**src/rtl/shreg_univ.sv**
```systemverilog
// Universal N-bit shift register (hold/shift/rotate/load/clear), 1-cycle latency, no backpressure;
// SHREG_BURST_EN adds a burst engine repeating one latched op cnt times with busy/done status.
module shreg_univ #(
  parameter int N  = 8,
  parameter int CW = 4
) (
  input  logic          clk,
  input  logic          rst,
  input  logic          en,
  input  logic [2:0]    opr,
  input  logic          sin,
  input  logic [N-1:0]  d,
  input  logic          start,
  input  logic [CW-1:0] cnt,
  output logic [N-1:0]  q,
  output logic          so_l,
  output logic          so_r,
  output logic          busy,
  output logic          done
);

  localparam logic [2:0] OP_HOLD = 3'd0;
  localparam logic [2:0] OP_SHL  = 3'd1;
  localparam logic [2:0] OP_SHR  = 3'd2;
  localparam logic [2:0] OP_ASR  = 3'd3;
  localparam logic [2:0] OP_ROL  = 3'd4;
  localparam logic [2:0] OP_ROR  = 3'd5;
  localparam logic [2:0] OP_LOAD = 3'd6;
  localparam logic [2:0] OP_CLR  = 3'd7;

  function automatic logic [N-1:0] apply_op(input logic [2:0] op, input logic [N-1:0] cur,
                                            input logic s, input logic [N-1:0] dv);
    logic [N-1:0] r;
    r = cur;
    case (op)
      OP_HOLD: r = cur;
      OP_SHL:  r = {cur[N-2:0], s};
      OP_SHR:  r = {s, cur[N-1:1]};
      OP_ASR:  r = {cur[N-1], cur[N-1:1]};
      OP_ROL:  r = {cur[N-2:0], cur[N-1]};
      OP_ROR:  r = {cur[0], cur[N-1:1]};
      OP_LOAD: r = dv;
      OP_CLR:  r = '0;
      default: r = cur;
    endcase
    return r;
  endfunction

  assign so_l = q[N-1];
  assign so_r = q[0];

`ifdef SHREG_BURST_EN
  typedef enum logic {IDLE, RUN} state_t;

  state_t        state;
  logic [2:0]    op_l;
  logic [CW-1:0] rem;

  always_ff @(posedge clk or posedge rst) begin
    if (rst) begin
      state <= IDLE;
      q     <= '0;
      op_l  <= OP_HOLD;
      rem   <= '0;
      busy  <= 1'b0;
      done  <= 1'b0;
    end else begin
      done <= 1'b0;
      case (state)
        IDLE: begin
          // start takes priority over a direct op in the same cycle
          if (start) begin
            if (cnt != '0) begin
              op_l  <= opr;
              rem   <= cnt;
              state <= RUN;
              busy  <= 1'b1;
            end else begin
              done <= 1'b1;
            end
          end else if (en) begin
            q <= apply_op(opr, q, sin, d);
          end
        end
        RUN: begin
          q   <= apply_op(op_l, q, sin, d);
          rem <= rem - 1'b1;
          if (rem == CW'(1)) begin
            state <= IDLE;
            busy  <= 1'b0;
            done  <= 1'b1;
          end
        end
        default: state <= IDLE;
      endcase
    end
  end
`else
  logic unused_burst_ins;
  assign unused_burst_ins = ^{start, cnt};
  assign busy = 1'b0;
  assign done = 1'b0;

  always_ff @(posedge clk or posedge rst) begin
    if (rst) begin
      q <= '0;
    end else if (en) begin
      q <= apply_op(opr, q, sin, d);
    end
  end
`endif

endmodule

```
**config.mk**
```make
export PLATFORM = sky130hd
export DESIGN_NAME = shreg_univ
export DESIGN_NICKNAME = d
export VERILOG_FILES = /design/src/rtl/shreg_univ.sv
export SDC_FILE = /design/constraint.sdc
export NUM_CORES = 1
export LEC_CHECK = 0
export ABC_AREA = 0
export CORE_UTILIZATION = 38
export CTS_CLUSTER_SIZE = 20
export DETAILED_ROUTE_END_ITERATION = 8
export GPL_TIMING_DRIVEN = 0
export PLACE_DENSITY_LB_ADDON = 0.15
export SLEW_MARGIN = 20
export SYNTH_ARGS = -nofsm -noshare
export SYNTH_HDL_FRONTEND = slang
export SYNTH_SLANG_ARGS = --single-unit
```
**constraint.sdc**
```tcl
create_clock -name clk -period 1.4 [get_ports clk]
set_input_delay 0.21 -clock clk [delete_from_list [all_inputs] [get_ports clk]]
set_output_delay 0.21 -clock clk [all_outputs]
set_load 0.005 [all_outputs]
```
Word-level counts from Yosys, hierarchy flattened
Cells that the tools add are included.

word-level totals
  flip-flop bits (word level) = 8

operators by class
  equal/unequal tests = 7
  mux-type cells = 1
  bitwise gates (word level) = 2
  reduce and logical (&&, ||, !) cells = 3

operators by type and width
  kind                  count
  $pmux W8 S7           1
  $eq A3 B3 Y1 const B  4
  $eq A3 B2 Y1 const B  2
  $eq A3 B1 Y1 const B  1
  $logic_not A3 Y1      1
  $reduce_and A3 Y1     1
  $not A1 Y1            2
  $reduce_and A2 Y1     1

Depth between registers and ports, before layout
Gate-level depths: netlist (run 1).

  depth after elaboration = 3
  depth in mapped cells = 5
  depth with buffers taken out = 4

Worst setup path before layout (run 1)
Ideal clock, no wire load.

  kind = input to register
  from = input opr[0]
  to = register q[2]
  setup time = 0.121 ns
  arrival time = 1.252 ns
  path slack = 0.027 ns
  stages on the path = 5
  cell sequence = buf_6 > nor2b_4 > mux2_4 > a221o_1 > o22a_1

on the way
  word-level cells in the longest chain between the ends = 3

RTL lines
  element                                              line  text
  from (decl)                                          10    input logic [2:0] opr,
  branches (longest 3 deep; another with $pmux W8 S7)  --
  to (signal assigned)                                 108   q <= apply_op(opr, q, sin, d);
  to (decl)                                            15    output logic [N-1:0] q,

Parallel ways; which one is timed is not known.
A chain may end at the register's enable or synchronous reset.

Worst setup path after layout (run 1)
  from = register q[3]
  to = output q[3]

No word-level cell between the ends.

==> run summary, run 1 <==
The cell at the slowest stage of the critical path is sky130_fd_sc_hd__clkdlybuf4s50_1. Data on the critical path is required at its endpoint by 1.19 ns. The number of hold violations in the final report is 0. For this configuration, the core starts out at a cell density of slightly above 40%.

Timing would allow up to ~730 MHz. The core area is 0.00151 mm^2. Walking the worst path, the cells encountered are clkdlybuf4s50_1. The start-to-end type of the worst setup path is reg -> out. The first-pass detailed-route iteration total came out at 4. The flip-flop count of the largest register after layout came out at 8. The full die area is 0.00180 mm^2. The chip width came out at 42.4 um.

The number of buffers added by the clock tree synthesis step is 3. The switching part of the total came out at between 20 and 30%. The initial antenna violation count is 0. The final worst setup slack is between 0.03 and 0.04 ns. The layout cell share with drive strength beyond 1 is 23.0%.

The post-route setup TNS came out at 0 ns. The post-synthesis cell count is 67. The post-synthesis mux area share came out at a little over 6%.

The global-route wire length before repair is 2640 um. CTS placed an instance of sky130_fd_sc_hd__clkbuf_4 at the clock tree root. The worst-case vdd ir drop came out at approximately 0.69 mV. The number of flip-flops and latches in the synthesized netlist came out at 8. The switching component of the power came out at approximately 0.26 mW. The power per standard cell area is a little over 900 mW/mm^2.

The Yosys warning count is 0. The clock tree from TritonCTS is yes. The share of synthesized cell area in and, or, nand and nor gates is ~11%. Compared with the post-synthesis result, the final layout area differs by 55.4%. The worst path uses around 98% of the clock period. The share of power burned in the clock network is 20.4%. The netlist uses 22 different library cells. The number of input and output port buffers inserted is 23.

The smallest hold slack is 0.202 ns. The final critical path time including I/O delays and setup came out at 1.37 ns. The height of the chip came out at 42.4 um. Together, buffers and inverters on the worst path number 1. The maximum fanout count along the critical path is 4.

Internal power comes to around 0.62 mW. The part of the power in combinational logic came out at 44.6%. The via count of the first global-routing pass is 583.

The count of nets left with antenna violations once routing finished came out at 0. The total global routing track utilization came out at between 10% and 20%. The data arrival time of the critical path is between 1 and 1.5 ns.

In this run the biggest area consumer among cell types represents approximately 32% of the synthesized area. The max-cap check violation count came out at 0. The number of setup violations in the final report came out at 0. The critical path's largest stage delay is roughly 0.52 ns. The count of boundary I/O pins is 32. The final count of pins violating max slew is 0. The antenna cell count is 0. The final layout contains routed wiring with a total length of ~1600 um.

The post-DP HPWL is 1090 um. The quantity of hold-fixing buffers added after cts is 0. The maximum count of clock buffers along a single path is 2. Of the synthesized area, sequential elements account for about a third.

Dividing the synthesized area by the synthesized cell count gives around 9.2 um^2. The largest registers in the layout are q: 8 flops. After global routing the overflow that remains totals 0. For the final database, setup skew stands at about 0.007 ns. The number of nets in the layout came out at between 100 and 150. Using the TritonRoute via totals, the vias-per-cell ratio works out to roughly 5.5. In this design, the largest share of critical-path delay is due to buffers and inverters. The post-synthesis share of cell area spent on full adders, half adders and majority gates came out at ~3.2%. After synthesis the cells add up to ~620 um^2. The post-detailed-route wirelength per cell came out at around 14 um. The clock network latency to the later pin of the worst-skew pair is approximately 0.26 ns. The complex-gate fraction of the synthesized area is 33.5%. The number of DRC markers after the initial detailed-route iteration is 16.

The register clock-pin slew on the reported worst setup and hold paths came out at approximately 0.060 ns. The share of total power dissipated in sequential elements is a little over a third. The minimum setup slack after placement came out at -0.482 ns.

The worst setup path is captured at an output port. After synthesis, the largest family of logic cells by area is compound AO/OA/AOI/OAI gates. The CTS sink count is 8. Setup repair after global routing left no endpoint under its margin. The flow ran to the end, and the final reports show no timing, DRC or antenna violations.

The design draws roughly 0.88 mW. The worst setup path is launched from a flip-flop. The biggest area contributor in the post-synthesis netlist is sky130_fd_sc_hd__dfrtp_1. Summing the areas of all xor and xnor instances in the mapped netlist gives 0% of the synthesized area.

The H-tree depth reported by CTS is 1. The largest register by flop count is q. Entering global routing, the biggest net connects 11 pins.

The remaining design rule violation count is 0. The tightest min-delay check is of the in -> async type. Summing over every cut layer, the via total after detailed routing is between 600 and 700.

Yosys attributes the largest share of cell area to sky130_fd_sc_hd__dfrtp_1 32%, sky130_fd_sc_hd__o22a_1 8.5%, sky130_fd_sc_hd__a221o_1 8.1%. The leakage power of the design came out at 0.461 nW. The row count is 14. The weighted congestion reported at the end of routability-driven placement came out at 0.770.
-- cell usage after synthesis --
cell	number
sky130_fd_sc_hd__and2b_2	1
sky130_fd_sc_hd__dfrtp_1	8
sky130_fd_sc_hd__nand2_1	2
sky130_fd_sc_hd__buf_6	2
sky130_fd_sc_hd__buf_2	1
sky130_fd_sc_hd__o31ai_1	2
sky130_fd_sc_hd__nor2b_4	1
sky130_fd_sc_hd__maj3_1	2
sky130_fd_sc_hd__mux2_2	2
sky130_fd_sc_hd__nor2_1	8
sky130_fd_sc_hd__o22a_1	6
sky130_fd_sc_hd__a221oi_1	4
sky130_fd_sc_hd__a21oi_1	6
sky130_fd_sc_hd__buf_4	4
sky130_fd_sc_hd__conb_1	1
sky130_fd_sc_hd__mux2_4	1
sky130_fd_sc_hd__inv_1	6
sky130_fd_sc_hd__nor3_2	1
sky130_fd_sc_hd__a221o_1	5
sky130_fd_sc_hd__o22ai_1	1
sky130_fd_sc_hd__a21oi_2	1
sky130_fd_sc_hd__o21ai_0	2
-- what timing repair did --
| action | CTS | global route |
|---|---|---|
| setup buffers | 3 | 3 |
| pin swaps | 1 | 0 |
| resized for setup | 7 | 4 |
| endpoints found under the setup margin | 11 | 6 |
-- cells in the final DEF (no fill, tap or decap), types with 2 or more instances in the layout --
| cell | instances |
|---|---|
| sky130_fd_sc_hd__o31ai_1 | 2 |
| sky130_fd_sc_hd__a21oi_1 | 6 |
| sky130_fd_sc_hd__clkdlybuf4s50_1 | 15 |
| sky130_fd_sc_hd__clkbuf_4 | 3 |
| sky130_fd_sc_hd__buf_6 | 2 |
| sky130_fd_sc_hd__maj3_1 | 2 |
| sky130_fd_sc_hd__mux2_2 | 2 |
| sky130_fd_sc_hd__inv_1 | 6 |
| sky130_fd_sc_hd__nor2_1 | 8 |
| sky130_fd_sc_hd__o22a_1 | 6 |
| sky130_fd_sc_hd__dlymetal6s2s_1 | 4 |
| sky130_fd_sc_hd__buf_4 | 11 |
| sky130_fd_sc_hd__conb_1 | 2 |
| sky130_fd_sc_hd__a221oi_1 | 4 |
| sky130_fd_sc_hd__a221o_1 | 5 |
| sky130_fd_sc_hd__o21ai_0 | 2 |
| sky130_fd_sc_hd__dlygate4sd2_1 | 4 |
| sky130_fd_sc_hd__nand2_1 | 2 |
| sky130_fd_sc_hd__dfrtp_1 | 8 |
-- final timing paths --
check	startpoint	to	slack [ns]	cells after the start
max	q[3]	q[3]	0.03	1
min	rst	q[1]	0.20	2
max reg2reg	q[6]	q[7]	0.11	4
min reg2reg	q[4]	q[4]	0.54	1
max in group asynchronous	rst	q[6]	0.95	2
min in group clk	opr[0]	q[1]	0.46	4
-- routing by layer --
metal,global-route usage [%],share of wire [%],routed length [um],vias to the layer above
li1,-,-,-,320
met2,32.0,50,799,28
met4,1.88,0,0,0
met3,7.76,9.0,145,0
met5,0,0,0,-
met1,24.7,41,661,293
-- power by group through the flow --
stage	clock, mW	sequential [mW]	combinational [mW]
after detailed placement	0	0.326	0.341
after floorplan	0	0.319	0.170
final	0.179	0.308	0.391
after CTS	0.186	0.312	0.375
after global routing	0.201	0.313	0.425
after global placement	0	0.325	0.338
-- layout make-up --
type	instances	area [um^2]
flip-flops and latches	8	200
well taps	16	20.0
inverters	6	22.5
plain buffers	7	60.1
clock buffers	3	22.5
multi-input cells	47	357
fillers	145	544
repair buffers	29	280
-- metrics by stage --
| stage | instances | util (%) | area, um^2 |
|---|---|---|---|
| finish | 116 | 63.9 | 962 |
| CTS | 113 | 61.7 | 930 |
| global placement | 107 | 58.0 | 873 |
| detailed placement | 107 | 58.0 | 873 |
| floorplan | 68 | - | 623 |
| global route | 116 | 63.9 | 962 |
-- kinds of logic (layout without fill, tap and decap cells) --
family                     Yosys count  after routing
and+or+nand+nor                     13             13
muxes                                3              3
buffers and inverters               13             45
other                                1              2
DFF                                  8              8
AOI/OAI and AO/OA                   27             27
adders and majority gates            2              2
Note: power is estimated with default switching activity, not from simulation.
==> inputs of run 2 (changes only) <==
--- a/config.mk
+++ b/config.mk
@@ -6,7 +6,10 @@
 export NUM_CORES = 1
 export LEC_CHECK = 0
 export ABC_AREA = 0
-export CORE_UTILIZATION = 38
+export CAP_MARGIN = 5
+export CELL_PAD_IN_SITES_DETAIL_PLACEMENT = 2
+export CELL_PAD_IN_SITES_GLOBAL_PLACEMENT = 2
+export CORE_UTILIZATION = 21
 export CTS_CLUSTER_SIZE = 20
 export DETAILED_ROUTE_END_ITERATION = 8
 export GPL_TIMING_DRIVEN = 0
==> run 2 against run 1 <==
Effect of this change:
- cell area rose by 8.2%
- setup slack improved by 0.015 ns
- via count rose by 8.4%
- flip-flop and latch count did not move
- utilization fell by 26 points
- wire length rose by 32%
- worst hold slack improved by 0.0047 ns
- critical path depth rose by 4
==> run summary, run 2 (synthesis results as in run 1) <==
The full die area came out at 0.00317 mm^2 (+77%). In this run the critical register-to-register path is launched from q[7]. The library cell used most frequently in the layout, excluding fill and tap cells, is sky130_fd_sc_hd__clkdlybuf4s50_1. The internal power of the cells is 0.647 mW (+4.9%). The start-to-end type of the worst setup path is in -> reg.

Walking the worst path, the cells encountered are dlygate4sd2_1 > nor2b_4 > mux2_4 > a221o_1 > o22a_1. The flip-flop count of the largest register after layout is 8 (unchanged). The remaining design rule violation count is 0 (unchanged). In the layout the commonest cells are 17 x sky130_fd_sc_hd__clkdlybuf4s50_1, 16 x sky130_fd_sc_hd__buf_4, 8 x sky130_fd_sc_hd__nor2_1, 8 x sky130_fd_sc_hd__dfrtp_1. The weighted congestion reported at the end of routability-driven placement is 0.690 (-10%). The reg2reg setup slack is 0.07 ns (-0.04 ns). The worst register-to-register path ends at q[0]. The H-tree depth reported by CTS is 1 (unchanged). The number of hold violations in the final report was 0 (unchanged).

The row count came to 19 (+5). The leftover overflow at the end of global routing is 0 (unchanged). The number of DRC markers after the initial detailed-route iteration is 11 (-5). The power per standard cell area came out at 904 mW/mm^2 (-0.91%). The post-detailed-route wirelength per cell was 15.5 um (+12%). The detailed-route wire length is 2130 um (+32%). The global-route wire length before repair was 3530 um (+34%). The smallest hold slack is 0.207 ns (+0.00469 ns).

The switching component of the power came out at 0.294 mW (+13%). The height of the chip is 56.3 um (+33%). The instance area after placement came to 892 um^2 (+2.1%). The CTS sink count came out at 8 (unchanged). The critical path's largest stage delay came to 0.36 ns (-0.16 ns).

The final core utilization is 37.4% (-26 points). The layout cell share with drive strength beyond 1 was 30.2% (+7.2 points). The core area came to 0.00278 mm^2 (+85%). The clock tree from TritonCTS is yes.

STA classifies the critical path startpoint as an input pin. The leakage power of the design came to 0.473 nW (+2.6%). The instance count after placement with tap cells included was 122 (+14%). The maximum fanout count along the critical path came to 5 (+1). The number of setup violations in the final report is 0 (unchanged). The detailed-route vias per instance is 5.07 (-8.2%). The count of fill cells added during filler insertion came out at 317 (+120%).

The cell at the slowest stage of the critical path is sky130_fd_sc_hd__a221o_1. STA classifies the critical path endpoint as a flip-flop. The sequential cell fraction of total power is 31.9% (-3.2 points). The max-cap check violation count came out at 0 (unchanged). The effective utilization at floorplan is 22.3% (-19 points). The final standard cell count with taps included and fillers excluded came to 137 (+18%). The maximum count of clock buffers along a single path was 2 (unchanged). The clock root buffer is sky130_fd_sc_hd__clkbuf_4.

The number of nets in the layout was 128 (+4.9%). The run finished with clean final reports. The post-route setup TNS is 0 ns (unchanged).

The initial antenna violation count came out at 0 (unchanged). The clock skew after layout was 0.00349 ns (-0.00350 ns). The share of power burned in the clock network came out at 20.3% (about the same).

The part of the power in combinational logic is 47.7% (+3.1 points). The maximum clock frequency came out at 739 MHz (+1.1%). The chip width is 56.3 um (+33%).

The data arrival time of the critical path is 1.51 ns (+0.35 ns). Setup repair after global routing left no endpoint under its margin. More flip-flops sit in one register than any other, and that register is q. The via count of the first global-routing pass came out at 689 (+18%). The total global routing track utilization was 14.8% (-4.6 points). The remaining number of nets flagged by the antenna check after routing came to 0 (unchanged). The clock network latency to the later pin of the worst-skew pair is 0.26 ns (about the same). The register clock-pin slew on the reported worst setup and hold paths is 0.06 ns (about the same). The number of input and output port buffers inserted came out at 23 (unchanged). The part of the cycle the worst path needs is 96.7% (-1.1 points). The final standard cell area without fillers was 0.00104 mm^2 (+8.2%).

The first-pass detailed-route iteration total was 4 (unchanged). The largest registers in the layout are q: 8 flops. The endpoint required time on the critical path is 1.55 ns (+0.36 ns).

The quantity of hold-fixing buffers added after cts came to 0 (unchanged). The count of boundary I/O pins is 32 (unchanged). The path class of the tightest hold or removal check is in -> async. The post-DP HPWL came out at 1470 um (+34%). The total vias in the final route came out at 695 (+8.4%). The area growth from synthesis to layout came out at 68.1%. The antenna cell count is 0 (unchanged). The final critical path time including I/O delays and setup is 1.35 ns (-0.0150 ns). The largest net degree at the start of global routing is 11 (unchanged). The final count of pins violating max slew came to 0 (unchanged).

The number of buffers added by the clock tree synthesis step came to 3 (unchanged). The switching part of the total came out at 31.2% (+1.5 points). The worst-case vdd ir drop is 0.426 mV (-38%). The depth of the worst register-to-register path came out at 4 (unchanged).
## run 2: changes by cell type in the layout (fill, tap and decap cells not counted), sizes merged
cell           before  now
buf                13   19
clkdlybuf4s50      15   17
dlymetal6s2s        4    2
clkinvlp            0    1
inv                 6    5
## run 2: critical path: cells and delay by family
kind            cells  cell delay, ns
buf+inv             1            0.34
compound gates      2            0.57
simple gates        1            0.08
mux                 1            0.31
## run 2: worst max path at each step
stage / from / depth (start not counted) / to / slack (ns)
4_1_cts: q[3] / 1 / q[3] / 0.002
5_1_grt: opr[1] / 5 / q[2] / 0.004
3_3_place_gp: opr[2] / 6 / q[2] / -0.56
2_1_floorplan: opr[0] / 5 / q[2] / 0.03
6_report: opr[1] / 5 / q[2] / 0.05
3_5_place_dp: opr[2] / 6 / q[1] / -0.58
## run 2: power by group through the flow
stage          logic, mW  registers, mW  clock network, mW
2_1_floorplan      0.170          0.319                  0
3_3_place_gp       0.347          0.329                  0
3_5_place_dp       0.350          0.330                  0
4_1_cts            0.427          0.306              0.198
5_1_grt            0.492          0.308              0.208
6_report           0.449          0.301              0.192
## run 2: cell type report
class | count | area, um^2 | share of cell area [%]
sequential | 8 | 200 | 19.2
clock buffer | 3 | 22.5 | 2.16
timing repair buffer | 35 | 320 | 30.8
buffer | 7 | 63.8 | 6.13
tap | 31 | 38.8 | 3.73
multi-input combinational | 47 | 369 | 35.5
inverter | 6 | 26.3 | 2.52
## run 2: layer usage
metal | wire length, um | track usage [%]
met2 | 1040 | 22.8
met4 | 9 | 2.09
met3 | 94 | 5.07
met1 | 987 | 20.4
met5 | 0 | 0
## run 2: through the flow
| stage | setup WS (ns) | power [mW] |
|---|---|---|
| 3_3_place_gp | -0.555 | 0.676 |
| 3_5_place_dp | -0.579 | 0.680 |
| 5_1_grt | 0.00425 | 1.01 |
| 4_1_cts | 0.00180 | 0.930 |
| 2_1_floorplan | 0.0272 | 0.488 |
| 6_report | 0.0465 | 0.941 |
## run 2: timing repair
item                       in CTS  in global routing
pin swaps                       3                  0
gates resized for setup        10                  3
setup endpoints to repair      15                  5
buffers inserted                9                  3
==> variant: new RTL, config.mk and constraints of run 1 <==
Add a define of `SHREG_BURST_EN`.
--- a/src/rtl/shreg_univ.sv
+++ b/src/rtl/shreg_univ.sv
@@ -1,5 +1,7 @@
 // Universal N-bit shift register (hold/shift/rotate/load/clear), 1-cycle latency, no backpressure;
 // SHREG_BURST_EN adds a burst engine repeating one latched op cnt times with busy/done status.
+`define SHREG_BURST_EN
+
 module shreg_univ #(
   parameter int N  = 8,
   parameter int CW = 4
Check against the original RTL: not equivalent (Yosys sat finds a counterexample within 4 cycles, from zero or initial values and one cycle with rst high).
==> variant against run 1 <==
The run now ends with setup timing left; setup slack got worse by 140 ps; die area up 150%; design area rose to 2.5 times the old value; total power increased to 6.5 times the old value; sequential cell count increased by 10; first-iteration DRC count grew to 8.9 times the old value; synthesized area rose to 2.6 times the old value; fmax fell by 9.1%; via count rose to 2.9 times the old value; wire length grew to 3.5 times the old value.
==> variant: results (changes against run 1) <==
[finish]
final_layout_size_suffix_gt1_frac = 0.392  ; +0.162
reg_top3 = q (8), rem (4), op_l (3)
final_nets = 263  ; +120%

[worst_setup_path]
path_delay_family = compound AO/OA/AOI/OAI gates
slowest_delay_ps = 360  ; -160 ps
slowest_stage = dfrtp_1
arrival_ps = 1650  ; +490 ps
path_max_fanout = 10  ; +6
r2r_cells = 6  ; +2

[global_routing]
globalRouteTotalUtil = 0.271  ; +0.0777
grt_overflow = 0  ; unchanged
grt_first_pass_wirelength_mm = 8.94  ; +240%
grt_max_degree = 19  ; +8

[placed_design]
hpwl_mm = 3.56  ; +230%
io_buffers = 30  ; +30%

[outcome]
status = complete, but fails checks
failed_checks = setup timing

[synth]
synth_commonest_cells = dfrtp_1 (18), nand2_1 (11), o21ai_0 (10)
synth_ff_type = dfrtp_1
ys_seq_area_frac = 0.282  ; -0.0413
ys_top_cells_by_area = dfrtp_1 (28%), a32o_1 (5.0%), nor2b_1 (3.5%)
synth-edff-count = 0  ; unchanged
ys_types = 48  ; +120%

[drt]
wire_per_inst_um = 19.3  ; +39%
dr.pass1.iters = 5  ; +1
met2_wirelength_mm = 2.78  ; +250%
topRoutingLayerUsed = met4
met3_length_um = 450  ; +210%
dr.first_iter.drc_count = 142  ; +126
routedLengthMet1_mm = 2.21  ; +230%
dr_total_vias = 1827  ; +190%

[power]
p_leak_nw = 1.00  ; +120%
peakVddDrop_v = 0.000919  ; +34%

[timing]
tns_ps = -377  ; -377 ps
finalSetupViolations = 8  ; +8
setup_slack_ps = -105  ; -137 ps
timing.clock.skew_ps = 0.909  ; -6.08 ps

[clock_tree]
htree_levels = 1  ; unchanged
cts_root_buf = clkbuf_8

variant: cell types whose count changed in the layout (fill, tap and decap cells not counted), sizes merged, moves of 8 or more:
cell	run 1	this run
nor2b	1	10
buf	13	43
nand2	2	11
a32o	0	8
o21ai	2	10
dfrtp	8	18
variant: power by group:
group	internal (mW)	switching [mW]	total (mW)
sequential	0.828	0.286	1.11
clock	0.250	0.189	0.439
combinational	2.18	2.00	4.19
variant: kinds of logic after synthesis:
logic type	after synthesis	synth area share
AOI/OAI and AO/OA	68	0.325
adders and majority gates	2	0.0157
xor gates and xnor gates	3	0.0164
muxes	9	0.0666
DFF	18	0.282
buffers and inverters	23	0.0814
and+or+nand+nor	56	0.213
variant: layout make-up:
type                       count  area, um^2
buffer                        18         148
sequential                    18         462
tap                           50        62.6
timing repair buffer          57         512
inverter                       5        21.3
clock buffer                   4        55.1
fill                         339        1580
multi-input combinational    138        1180
variant: worst paths after layout:
check / slack (ps) / startpoint / endpoint
setup reg to reg: -100 / op_l[2] / q[0]
setup / recovery: -100 / op_l[2] / q[0]
max in group asynchronous: 510 / rst / q[4]
hold / removal: 370 / rst / busy
min in group clk: 420 / cnt[0] / rem[0]
hold reg to reg: 480 / busy / busy
variant: what timing repair did:
item	CTS	global route
hold buffers	0	0
setup endpoints to repair	27	11
resized for setup	56	19
buffers inserted	26	1
pin swaps	9	6
variant: through the flow:
step / worst slack [ps] / area [um^2] / std cells
after floorplan: 7.57 / 1600 / 179
after global placement: -575 / 1970 / 259
after detailed placement: -564 / 1970 / 259
after CTS: -79.6 / 2350 / 289
after global routing: -158 / 2440 / 290
final: -105 / 2440 / 290
variant: metal layers:
| layer | track usage | up-vias |
|---|---|---|
| met5 | 0 | - |
| met4 | 0.106 | 0 |
| met3 | 0.0342 | 21 |
| met2 | 0.467 | 103 |
| met1 | 0.339 | 884 |
| li1 | - | 819 |
variant: worst register-to-register path, cell delays in order, from the launching register on:
cell	delay, ps
dfrtp_1	360
buf_6	140
buf_8	140
nor2_4	40
a311oi_2	250
a31oi_1	150
o31a_1	310
